### src/rtl/assert_mon_pkg.sv
// Shared types and default sizing for the assertion monitor.
// Used by assert_monitor (optional feature macro: ASSERT_MON_TIMESTAMP_EN).
package assert_mon_pkg;

    localparam int unsigned CNT_W_DEF  = 8;
    localparam int unsigned TS_W_DEF   = 16;
    localparam int unsigned SETTLE_DEF = 2;

    // Saturation value of the default-width violation counter
    localparam logic [CNT_W_DEF-1:0] CNT_SAT_DEF = '1;

    typedef enum logic [1:0] {
        ST_IDLE   = 2'd0,
        ST_SETTLE = 2'd1,
        ST_CHECK  = 2'd2,
        ST_FAILED = 2'd3
    } mon_state_e;

endpackage

### src/rtl/sat_counter.sv
// Up-counter with synchronous clear; either saturates at all-ones or wraps.
module sat_counter #(
    parameter int unsigned W   = 8,
    parameter bit          SAT = 1'b1
) (
    input  logic         clk,
    input  logic         rst_n,
    input  logic         inc,
    input  logic         clr,
    output logic [W-1:0] count
);

    localparam logic [W-1:0] MAX = '1;

    always_ff @(posedge clk or negedge rst_n) begin
        if (!rst_n) begin
            count <= '0;
        end else if (clr) begin
            count <= '0;
        end else if (inc && !(SAT && (count == MAX))) begin
            count <= count + W'(1);
        end
    end

endmodule

### src/rtl/assert_monitor.sv
// Turns the 1-bit property signal into sticky/pulsed status, a violation count
// and a first-failure timestamp. Macro ASSERT_MON_TIMESTAMP_EN enables the stamp.
module assert_monitor
    import assert_mon_pkg::*;
#(
    parameter int unsigned CNT_W  = CNT_W_DEF,
    parameter int unsigned TS_W   = TS_W_DEF,
    parameter int unsigned SETTLE = SETTLE_DEF
) (
    input  logic             CLK,
    input  logic             ASYNCRESETN,
    input  logic             I,
    input  logic             valid,
    input  logic             arm,
    input  logic             clear,
    output logic             fail,
    output logic             fail_pulse,
    output logic [CNT_W-1:0] viol_count,
    output logic [TS_W-1:0]  first_ts,
    output logic [1:0]       state
);

    localparam int unsigned SET_W = (SETTLE > 1) ? $clog2(SETTLE + 1) : 1;

    mon_state_e        state_q;
    mon_state_e        state_d;
    logic [SET_W-1:0]  settle_q;
    logic [SET_W-1:0]  settle_d;
    logic              fail_d;
    logic              pulse_d;
    logic [TS_W-1:0]   ts_d;
    logic [TS_W-1:0]   ts_cap;
    logic              viol;

    // A violation only counts while checking; clear discards it
    assign viol = valid && !I && !clear
                  && ((state_q == ST_CHECK) || (state_q == ST_FAILED));

`ifdef ASSERT_MON_TIMESTAMP_EN
    sat_counter #(
        .W   (TS_W),
        .SAT (1'b0)
    ) u_stamp (
        .clk   (CLK),
        .rst_n (ASYNCRESETN),
        .inc   (1'b1),
        .clr   (1'b0),
        .count (ts_cap)
    );
`else
    assign ts_cap = '0;
`endif

    sat_counter #(
        .W   (CNT_W),
        .SAT (1'b1)
    ) u_viol_cnt (
        .clk   (CLK),
        .rst_n (ASYNCRESETN),
        .inc   (viol),
        .clr   (clear),
        .count (viol_count)
    );

    // Next-state and next-output logic; priority is clear > violation > arm
    always_comb begin
        state_d  = state_q;
        settle_d = settle_q;
        fail_d   = fail;
        pulse_d  = 1'b0;
        ts_d     = first_ts;

        if (clear) begin
            state_d  = ST_IDLE;
            settle_d = '0;
            fail_d   = 1'b0;
            ts_d     = '0;
        end else begin
            if (viol) begin
                fail_d  = 1'b1;
                pulse_d = 1'b1;
            end
            case (state_q)
                ST_IDLE: begin
                    if (arm) begin
                        if (SETTLE == 0) begin
                            state_d = ST_CHECK;
                        end else begin
                            state_d  = ST_SETTLE;
                            settle_d = SET_W'(SETTLE);
                        end
                    end
                end
                ST_SETTLE: begin
                    if (!arm) begin
                        state_d = ST_IDLE;
                    end else if (settle_q == SET_W'(1)) begin
                        state_d = ST_CHECK;
                    end else begin
                        settle_d = settle_q - SET_W'(1);
                    end
                end
                ST_CHECK: begin
                    if (viol) begin
                        state_d = ST_FAILED;
                        ts_d    = ts_cap;
                    end else if (!arm) begin
                        state_d = ST_IDLE;
                    end
                end
                ST_FAILED: begin
                    state_d = ST_FAILED;
                end
                default: begin
                    state_d = ST_IDLE;
                end
            endcase
        end
    end

    always_ff @(posedge CLK or negedge ASYNCRESETN) begin
        if (!ASYNCRESETN) begin
            state_q    <= ST_IDLE;
            settle_q   <= '0;
            fail       <= 1'b0;
            fail_pulse <= 1'b0;
            first_ts   <= '0;
        end else begin
            state_q    <= state_d;
            settle_q   <= settle_d;
            fail       <= fail_d;
            fail_pulse <= pulse_d;
            first_ts   <= ts_d;
        end
    end

    assign state = state_q;

endmodule

### config.mk
export PLATFORM = sky130hd
export DESIGN_NAME = assert_monitor
export DESIGN_NICKNAME = d
export VERILOG_FILES = /design/src/rtl/assert_mon_pkg.sv /design/src/rtl/sat_counter.sv /design/src/rtl/assert_monitor.sv
export SDC_FILE = /design/constraint.sdc
export NUM_CORES = 1
export LEC_CHECK = 0
export ABC_CLOCK_PERIOD_IN_PS = 1700
export CORE_MARGIN = 2
export CORE_UTILIZATION = 43
export DETAILED_ROUTE_END_ITERATION = 16
export PLACE_DENSITY = 0.78
export SLEW_MARGIN = 15
export SYNTH_ARGS = -nofsm -noshare
export SYNTH_HDL_FRONTEND = slang
export SYNTH_HIERARCHICAL = 1
export SYNTH_SLANG_ARGS = --single-unit
### constraint.sdc
create_clock -name CLK -period 1.7 [get_ports CLK]
set_input_delay 0.255 -clock CLK [delete_from_list [all_inputs] [get_ports CLK]]
set_output_delay 0.255 -clock CLK [all_outputs]
set_load 0.05 [all_outputs]
Word level (Yosys, flattened, before mapping):

Index checks and enable logic that the tools add are counted.

* reductions and logical operators: 16
* eq/ne operators: 10
* add/sub/neg operators: 2
* muxes and demuxes: 21

Operators with widths (count)
* $mux 16: 3
* $mux 2: 10
* $mux 8: 2
* $ne 3x3->1 const B: 3
* $add 8x1->8 const B: 1
* $eq 8x8->1 const B: 1
* $pmux 2 s4: 1
* $reduce_bool 2->1: 3
* $eq 2x1->1 const B: 2
* $eq 2x2->1 const B: 2
* $logic_and 1x1->1: 4
* $mux 1: 4
* $ne 4x3->1 const B: 1
* $ne 4x4->1 const B: 1
* $pmux 2 s2: 1
* $reduce_and 4->1: 1
* $logic_not 1->1: 3
* $reduce_and 3->1: 1
* $reduce_bool 3->1: 1
* $logic_not 2->1: 1
* $reduce_and 2->1: 1
* $sub 2x1->2 const B: 1
* $logic_or 1x1->1: 1

* logic and storage cells: 55
* register bits after elaboration: 30
* output and inout port bits: 28

Logic depth before layout (Yosys ltp):

Gate-level depths: netlist of the first run.

* depth after elaboration: 7
* mapped depth: 6

Modules after synthesis:

The synthesis of the first run kept the hierarchy.

Modules (own cells, without submodules)
* sat_counter: area an instance 505.5 µm², cells an instance 47, instances 1, sequential area each 200.2 µm²
* assert_monitor: area an instance 416.6 µm², cells an instance 46, instances 1, sequential area each 150.1 µm²

Worst setup path before layout of the first run:

Ideal clock, no wire load.

* path kind: register to register
* from: register state_q[1] (netlist: state[1])
* to: register u_viol_cnt.count[5]
* arrival time: 1.704 ns
* stages on the path, launching flop included: 6
* path buffers: 0
* setup slack: -0.129 ns
* period minus slack after synthesis: 1.829 ns
* required time: 1.575 ns
* cell sequence: dfrtp_1 nand2_1 inv_1 nand4_1 a211oi_2 mux2_4

* longest elaborated chain between the ends: 5
* elaborated cells between the ends (all ways): 6
* those cells by class: 2 x eq/ne; 4 x reduce/logical

Ends and longest elaborated chain
* start: declaration: RTL line assert_monitor.sv:25 `mon_state_e state_q;`
* start signal: assignment: RTL line assert_monitor.sv:129 `state_q <= state_d;`
* $eq 2x2->1: RTL line assert_monitor.sv:37 `&& ((state_q == ST_CHECK) || (state_q == ST_FAILED));`
* $logic_or 1x1->1 (*): RTL line assert_monitor.sv:37
* $logic_and 1x1->1 (*): RTL line assert_monitor.sv:37
* via viol: RTL line assert_monitor.sv:33 `logic viol;`
* $logic_and 1x1->1 (*): RTL line sat_counter.sv:20 `end else if (inc && !(SAT && (count == MAX))) begin`
* $reduce_bool 2->1 (no source line) (*)
* end signal: assignment: RTL line sat_counter.sv:21 `count <= count + W'(1);`
* end: declaration: RTL line sat_counter.sv:10 `output logic [W-1:0] count`

Mark *: on every way through the listed nets, which the timed path passes. The rest lies on a longest branch.
A chain may end at the register's enable or synchronous reset.

Final worst setup path of the first run:

* from: input I
* to: register u_viol_cnt.count[5]

* longest elaborated chain between the ends: 6

Ends and longest elaborated chain
* start: declaration: RTL line assert_monitor.sv:12 `input logic I,`
* $logic_not 1->1: RTL line assert_monitor.sv:36 `assign viol = valid && !I && !clear`
* $logic_and 1x1->1 (2 in series): RTL line assert_monitor.sv:36
* $logic_and 1x1->1: RTL line assert_monitor.sv:37
* via viol: RTL line assert_monitor.sv:33
* $logic_and 1x1->1: RTL line sat_counter.sv:20
* $reduce_bool 2->1 (no source line)

The timed path passes the listed nets, and every way through them passes these cells.

==> results of run 1 <==
placed cells by master (no fill, tap or decap), types with 2 or more instances in the layout:
cell type        count
ha_1                 2
a21oi_1              4
clkdlybuf4s50_1      4
a21oi_2              2
a211oi_1             2
o21ai_0              3
clkbuf_4             3
nor2b_1              4
and4_1               2
nand3_1              2
dfrtp_2              3
nand2b_1             3
nand4_1              2
dfrtp_1             11
conb_1              16
nor2_1               5
buf_4               21
mux2_4               4
nand2_1              4
inv_1                4
final cells by class:
| cell class | instances | area, um2 |
|---|---|---|
| clock buffer | 4 | 26.28 |
| fill | 180 | 853.3 |
| inverter | 4 | 15.01 |
| multi-input combinational | 72 | 509.2 |
| sequential | 14 | 354.1 |
| tap | 27 | 33.78 |
| timing repair buffer | 26 | 210.2 |
final timing paths:
path / cells past startpoint / end / start / slack, ns
max: 7 / u_viol_cnt/count[5] / I / 0.06
min: 1 / state[0] / ASYNCRESETN / 0.22
max reg2reg: 4 / u_viol_cnt/count[5] / u_viol_cnt/count[0] / 0.10
min reg2reg: 2 / fail / fail / 0.53
max in group asynchronous: 2 / u_viol_cnt/count[7] / ASYNCRESETN / 1.04
min in group CLK: 4 / state[0] / clear / 0.40
layer usage:
layer	vias up	track usage (%)	share of wire, %
met5	-	0	0
met4	0	12.16	3.4
met3	7	3.571	5.5
met2	32	23.90	47
met1	355	18.98	44
li1	353	-	-
timing repair:
item                       CTS  global route
buffers inserted             0             0
gates resized for setup      1             5
pin swaps                    0             3
hold endpoints to repair     0             0
setup endpoints to repair    1             3
logic make-up (layout without fill, tap and decap cells):
group	count (synthesis)	count (layout)	synth area share, %
AND/OR/NAND/NOR	30	30	19.95
buffers and inverters	22	34	16.28
AO/OA/AOI/OAI	19	19	15.06
flip-flops	14	14	37.99
multiplexers	5	5	7.599
adder cells (fa/ha/maj)	2	2	2.713
other	1	16	0.4067
power groups by stage:
stage          clock network (mW)  registers (mW)  logic (mW)
2_1_floorplan                   0           0.352       0.126
3_3_place_gp                    0           0.347       0.132
3_5_place_dp                    0           0.348       0.134
4_1_cts                     0.203           0.341       0.135
5_1_grt                     0.225           0.342       0.145
6_report                    0.200           0.341       0.138
per-stage QoR:
stage | utilization, % | std cells | power [mW] | setup TNS [ns]
final | 57.38 | 147 | 0.6783 | 0
after global routing | 57.38 | 147 | 0.7115 | 0
after CTS | 55.94 | 147 | 0.6789 | 0
after detailed placement | 54.37 | 143 | 0.4818 | -1.560
after global placement | 54.37 | 143 | 0.4796 | -1.333
after floorplan | - | 108 | 0.4781 | 0
sequential cells by signal (all words and copies together), names as in the netlist:
name / count
u_viol_cnt/count: 8
settle_q: 2
fail: 1
state: 2
fail_pulse: 1
==> flow_summary.ini, run 1 <==
[detailed_routing]
initialDrtViolationCount = 11
wl_um = 1780
drc = 0
vias = 747
viasPerCell = 5.082
wl_per_cell_um = 12.11
ant_nets = 0
dr.pass1.iters = 4

[yosys]
yosys.area.top_type = dfrtp_1
synthMostInstantiatedCell = buf_4
synth_top_area_share_pct = 37.99
avgSynthCellArea_um2 = 9.915
ys.warnings.count = 6
synth_ff_type = dfrtp_1
seq_area_frac_synth_pct = 37.99
synth_edf_count = 0
syn-cell-area_um2 = 922.1
synthTopCellsByArea = dfrtp_1 (38%), buf_4 (13%), mux2_4 (6.5%)
ys_ff_latch = 14
yosys-top-cells-count = buf_4 (16), dfrtp_1 (14), nor2_1 (5)
async_reset_ff_share_pct = 100.0
synthCells = 93
synthDistinctLibCells = 36

[die]
initial_utilization_pct = 46.06
rows = 16
die_area_um2 = 2531
core_area_um2 = 2002
ios = 34
fp.dieH_um = 50.31
chipWidth_um = 50.31

[global_route]
groute.usage.overall_pct = 15.67
antenna_found_initial = 0
grt_overflow = 0
grt_pass1_wl_um = 2904
grt_pass1_vias = 668
grt_max_degree = 19

[clock_network]
cts_made_buffers = 3
cts_max_path_buffers = 2
root_buffer = clkbuf_4
clk_latency_ns = 0.28
cts_tree = yes
cts_sinks = 14
clk_pin_slew_ns = 0.09
hold_buffers = 0
cts-htree-levels = 1

[run_status]
outcome = completed

[power]
peakVddDrop_v = 0.0003969
p_seq_share_pct = 50.3
p_per_area_nw_per_um2 = 590.5
p_clk_share_pct = 29.4
switching_power_uw = 223.0
power_frac_comb_pct = 20.3
p_leak_nw = 0.5455
switching_share_pct = 32.88
p_int_uw = 455.3

[run]
drv_cap = 0

[sta]
slew_violations = 0
postLayoutSetupSlackWorst_ns = 0.06202
period_needed_ns = 1.638
setup_viol = 0
finalCritPeriodShare_pct = 96.35
hold_viol = 0
rsz0062_at_grt = false
fmaxAchievable_mhz = 610.5
holdWs_ns = 0.2245
skew_ns = 0.006933

[critical_path]
max_stage_delay_ns = 0.45
criticalPathCategory = primary input to flop
cp-start-kind = primary input
crit_path_max_fanout = 2
arrival_ns = 1.81
cp_top_family = buffers and inverters
end_kind = flop
worstPathRequired_ns = 1.87
critPathBufInv = 2
slowest_stage = clkdlybuf4s50_1
path_cells = clkdlybuf4s50_1 > nor3b_4 > nand2_1 > inv_1 > nand4_1 > a211oi_2 > mux2_4

[final_layout]
syn_to_final_growth_pct = 24.56
nets = 129
stdcell_area_um2 = 1149
num_antenna_cells = 0
drive_above_1_share_pct = 33.33

[place]
preCtsSetupSlack_ns = -0.3063
gp_congestion = 0.7566
dpl_cell_area_um2 = 1089
place.port_buffers = 17
dpl.hpwl_um = 1277

[worst_hold_path]
min_path_type = primary input to async pin
(Power assumes the default switching activity.)
==> run 2: changes to the inputs <==
MAX_ROUTING_LAYER = met4   (was unset)
SKIP_LAST_GASP = 1   (was unset)
==> run 2 against run 1 <==
  * Utilization unchanged
  * Flip-flop and latch count unchanged
  * Global-route usage up 0.43 points
  * Clock power down 2%
  * Largest power group unchanged
==> flow_summary.ini, run 2 (synthesis results as in run 1) <==
[run_status]
outcome = completed

[critical_path]
cp-start-kind = primary input
crit_path_max_fanout = 2
critPathBufInv = 2
slowest_stage = clkdlybuf4s50_1
path_cells = clkdlybuf4s50_1 > nor3b_4 > nand2_1 > inv_1 > nand4_1 > a211oi_2 > mux2_4
criticalPathCategory = primary input to flop
worstPathRequired_ns = 1.86
cp_num_cells = 7
r2r_slack_ns = 0.09
r2r_cells = 4
max_stage_delay_ns = 0.45
cp_top_family = buffers and inverters
end_kind = flop
arrival_ns = 1.81

[clock_network]
hold_buffers = 0
clk_pin_slew_ns = 0.09
cts-htree-levels = 1
cts_made_buffers = 3
cts_max_path_buffers = 2
cts_tree = yes
root_buffer = clkbuf_4
clk_latency_ns = 0.28
cts_setup_buffers = 0
cts_sinks = 14

[worst_hold_path]
min_path_type = primary input to async pin

[global_route]
grt_pass1_wl_um = 2898
grt_overflow = 0
grt_max_degree = 19
grt_pass1_vias = 668
groute.usage.overall_pct = 16.09
antenna_found_initial = 0

[detailed_routing]
wl_per_cell_um = 11.94
ant_nets = 0
dr.pass1.iters = 6
vias = 735
initialDrtViolationCount = 11
wl_um = 1755
viasPerCell = 5.000
drc = 0

[final_layout]
fin_cells = 147
nets = 129
postLayoutCoreUtil_pct = 57.38
num_antenna_cells = 0
syn_to_final_growth_pct = 24.56
largest_reg_flops = 8
largest-register = u_viol_cnt/count
drive_above_1_share_pct = 33.33
layout_common_cells = buf_4 (21), conb_1 (16), dfrtp_1 (11), nor2_1 (5)
final_common_cell = buf_4
stdcell_area_um2 = 1149

[die]
rows = 16
die_area_um2 = 2531
core_area_um2 = 2002
chipWidth_um = 50.31
ios = 34
fp.dieH_um = 50.31
initial_utilization_pct = 46.06

[sta]
postLayoutSetupSlackWorst_ns = 0.05712
finalCritPeriodShare_pct = 96.64
fmaxAchievable_mhz = 608.7
period_needed_ns = 1.643
setup-tns-final_ns = 0
hold_viol = 0
setup_viol = 0
rsz0062_at_grt = false
skew_ns = 0.01052
slew_violations = 0

[power]
p_leak_nw = 0.5455
peakVddDrop_v = 0.0003971
p_per_area_nw_per_um2 = 587.5

[place]
place_inst = 143
gp_congestion = 0.7665
preCtsSetupSlack_ns = -0.3063
place.port_buffers = 17
dpl.hpwl_um = 1277
dpl_cell_area_um2 = 1089

[run]
drv_cap = 0
[run 2: final cells by class]
| class | instances | area [um2] |
|---|---|---|
| inverters | 4 | 15.01 |
| repair buffers | 26 | 210.2 |
| fillers | 180 | 853.3 |
| well taps | 27 | 33.78 |
| multi-input cells | 72 | 509.2 |
| clock buffers | 4 | 26.28 |
| flip-flops and latches | 14 | 354.1 |
[run 2: metal layers]
layer	vias to the layer above	global-route usage, %	wire, um
met2	29	23.90	835
met4	0	12.16	59
met3	5	3.571	102
met1	348	18.98	757
li1	353	-	-
met5	-	-	0
[run 2: power breakdown]
| part | leakage [nW] | total [mW] | internal, mW | switching, mW |
|---|---|---|---|---|
| sequential | 0.188 | 0.341 | 0.337 | 0.00413 |
| combinational | 0.343 | 0.137 | 0.0272 | 0.110 |
| clock | 0.0150 | 0.196 | 0.0911 | 0.105 |
| total | 0.546 | 0.675 | 0.455 | 0.220 |
[run 2: path summary, 6_finish.rpt]
| path | start | end |
|---|---|---|
| min reg2reg | fail | fail |
| max in group asynchronous | ASYNCRESETN | u_viol_cnt/count[7] |
| min | ASYNCRESETN | state[0] |
| max | I | u_viol_cnt/count[5] |
| min in group CLK | clear | state[0] |
| max reg2reg | u_viol_cnt/count[0] | u_viol_cnt/count[5] |
[run 2: what timing repair did]
| action | CTS | global route |
|---|---|---|
| endpoints found under the hold margin | 0 | 0 |
| gates resized for setup | 1 | 5 |
| endpoints found under the setup margin | 1 | 3 |
| pin swaps | 0 | 3 |
[run 2: worst register-to-register path, stage by stage, from the launching register on]
cell,delay (ns)
dfrtp_2,0.41
ha_1,0.24
and3_2,0.25
a211oi_2,0.27
mux2_4,0.32
[run 2: stage by stage]
stage	hold WS (ns)	total power, mW
final	0.2242	0.6748
after global routing	0.2346	0.7115
after CTS	0.2300	0.6789
after detailed placement	0.5178	0.4818
after global placement	0.5140	0.4796
after floorplan	-0.04059	0.4781
==> run 3: changes to the inputs <==
GPL_ROUTABILITY_DRIVEN = 0   (was unset)
RECOVER_POWER = 100   (was unset)
==> run 3 against run 2 <==
  * Cell area fell by 4.2%
  * Critical endpoint is now u_viol_cnt/count[4]
  * Register-to-register slack barely moved
  * Total power is 0.15% lower
==> flow_summary.ini, run 3 (synthesis results as in run 1) <==
[run_status]
outcome = completed

[final_layout]
largest_reg_flops = 8
stdcell_area_um2 = 1100
num_antenna_cells = 0
largest-register = u_viol_cnt/count
nets = 129
postLayoutCoreUtil_pct = 54.94
drive_above_1_share_pct = 26.67
final_common_cell = conb_1
syn_to_final_growth_pct = 19.27
layout_common_cells = conb_1 (16), dfrtp_1 (11), buf_4 (9), clkbuf_1 (7), clkbuf_2 (6)

[detailed_routing]
dr.pass1.iters = 3
ant_nets = 0
viasPerCell = 5.000
wl_um = 1783
vias = 735
initialDrtViolationCount = 7
wl_per_cell_um = 12.13
drc = 0

[place]
dpl.hpwl_um = 1277
dpl_cell_area_um2 = 1089
preCtsSetupSlack_ns = -0.3063
place.port_buffers = 17

[global_route]
grt_overflow = 0
antenna_found_initial = 0
groute.usage.overall_pct = 16.09
grt_pass1_wl_um = 2898
grt_max_degree = 19
grt_pass1_vias = 668

[die]
chipWidth_um = 50.31
core_area_um2 = 2002
rows = 16
initial_utilization_pct = 46.06
fp.dieH_um = 50.31
die_area_um2 = 2531
ios = 34

[clock_network]
cts_max_path_buffers = 2
cts_tree = yes
hold_buffers = 0
clk_latency_ns = 0.29
cts_sinks = 14
cts_setup_buffers = 0
cts_made_buffers = 3
cts-htree-levels = 1
root_buffer = clkbuf_4
clk_pin_slew_ns = 0.09

[critical_path]
arrival_ns = 1.80
criticalPathCategory = primary input to flop
worstPathRequired_ns = 1.86
end_kind = flop
cp-start-kind = primary input
crit_path_max_fanout = 5

[power]
p_per_area_nw_per_um2 = 612.6
p_leak_nw = 0.5160
peakVddDrop_v = 0.0003969

[worst_hold_path]
min_path_type = primary input to async pin

[sta]
skew_ns = 0.01145
holdWs_ns = 0.2939
slew_violations = 0
postLayoutSetupSlackWorst_ns = 0.06034
period_needed_ns = 1.640
setup-tns-final_ns = 0
worstMarginPinSlew_ns = 0.5924
fmaxAchievable_mhz = 609.9
hold_viol = 0
finalCritPeriodShare_pct = 96.45
rsz0062_at_grt = false
slew_headroom_pct = 60.68
setup_viol = 0

[run]
drv_cap = 0
## run 3: per-layer routing
metal	share of wire, %	routed length (um)	track usage, %	vias to the layer above
met2	46	828	23.90	24
met4	3.3	59	12.16	0
met3	4.9	87	3.571	5
met1	45	806	18.98	354
met5	0	0	-	-
li1	-	-	-	352
## run 3: layout make-up
cell class | instances | area (um2)
clock buffers | 4 | 26.28
well taps | 27 | 33.78
fillers | 194 | 902.1
flip-flops and latches | 14 | 354.1
inverters | 4 | 15.01
repair buffers | 26 | 172.7
multi-input cells | 72 | 498.0
## run 3: final timing paths
path / startpoint / slack, ns / endpoint / cells past startpoint
setup reg to reg: u_viol_cnt/count[0] / 0.08 / u_viol_cnt/count[5] / 4
hold reg to reg: fail / 0.53 / fail / 2
max in group asynchronous: ASYNCRESETN / 0.74 / u_viol_cnt/count[7] / 2
hold / removal: ASYNCRESETN / 0.29 / state[0] / 1
setup / recovery: I / 0.06 / u_viol_cnt/count[4] / 8
min in group CLK: clear / 0.39 / state[0] / 4
## run 3: repair_timing
item	in CTS	in global routing
pin swaps	0	3
setup endpoints to repair	1	3
gates resized for setup	1	5
## run 3: critical path, stage by stage
cell and delay [ns]:
clkdlybuf4s50_1 0.45, nor3b_4 0.23, nand2_1 0.10, inv_1 0.08
buf_4 0.12, nand4_1 0.11, a21oi_2 0.15, mux2_4 0.31
## run 3: power breakdown
part	switching, mW	total, mW	internal, mW	leakage (nW)
clock	0.106	0.197	0.0912	0.0150
sequential	0.00415	0.341	0.337	0.188
combinational	0.111	0.135	0.0248	0.313
total	0.221	0.674	0.453	0.516
## run 3: stage by stage
step	total power, mW	std cells
after floorplan	0.4781	108
after global placement	0.4796	143
after detailed placement	0.4818	143
after CTS	0.6789	147
after global routing	0.7090	147
final	0.6738	147
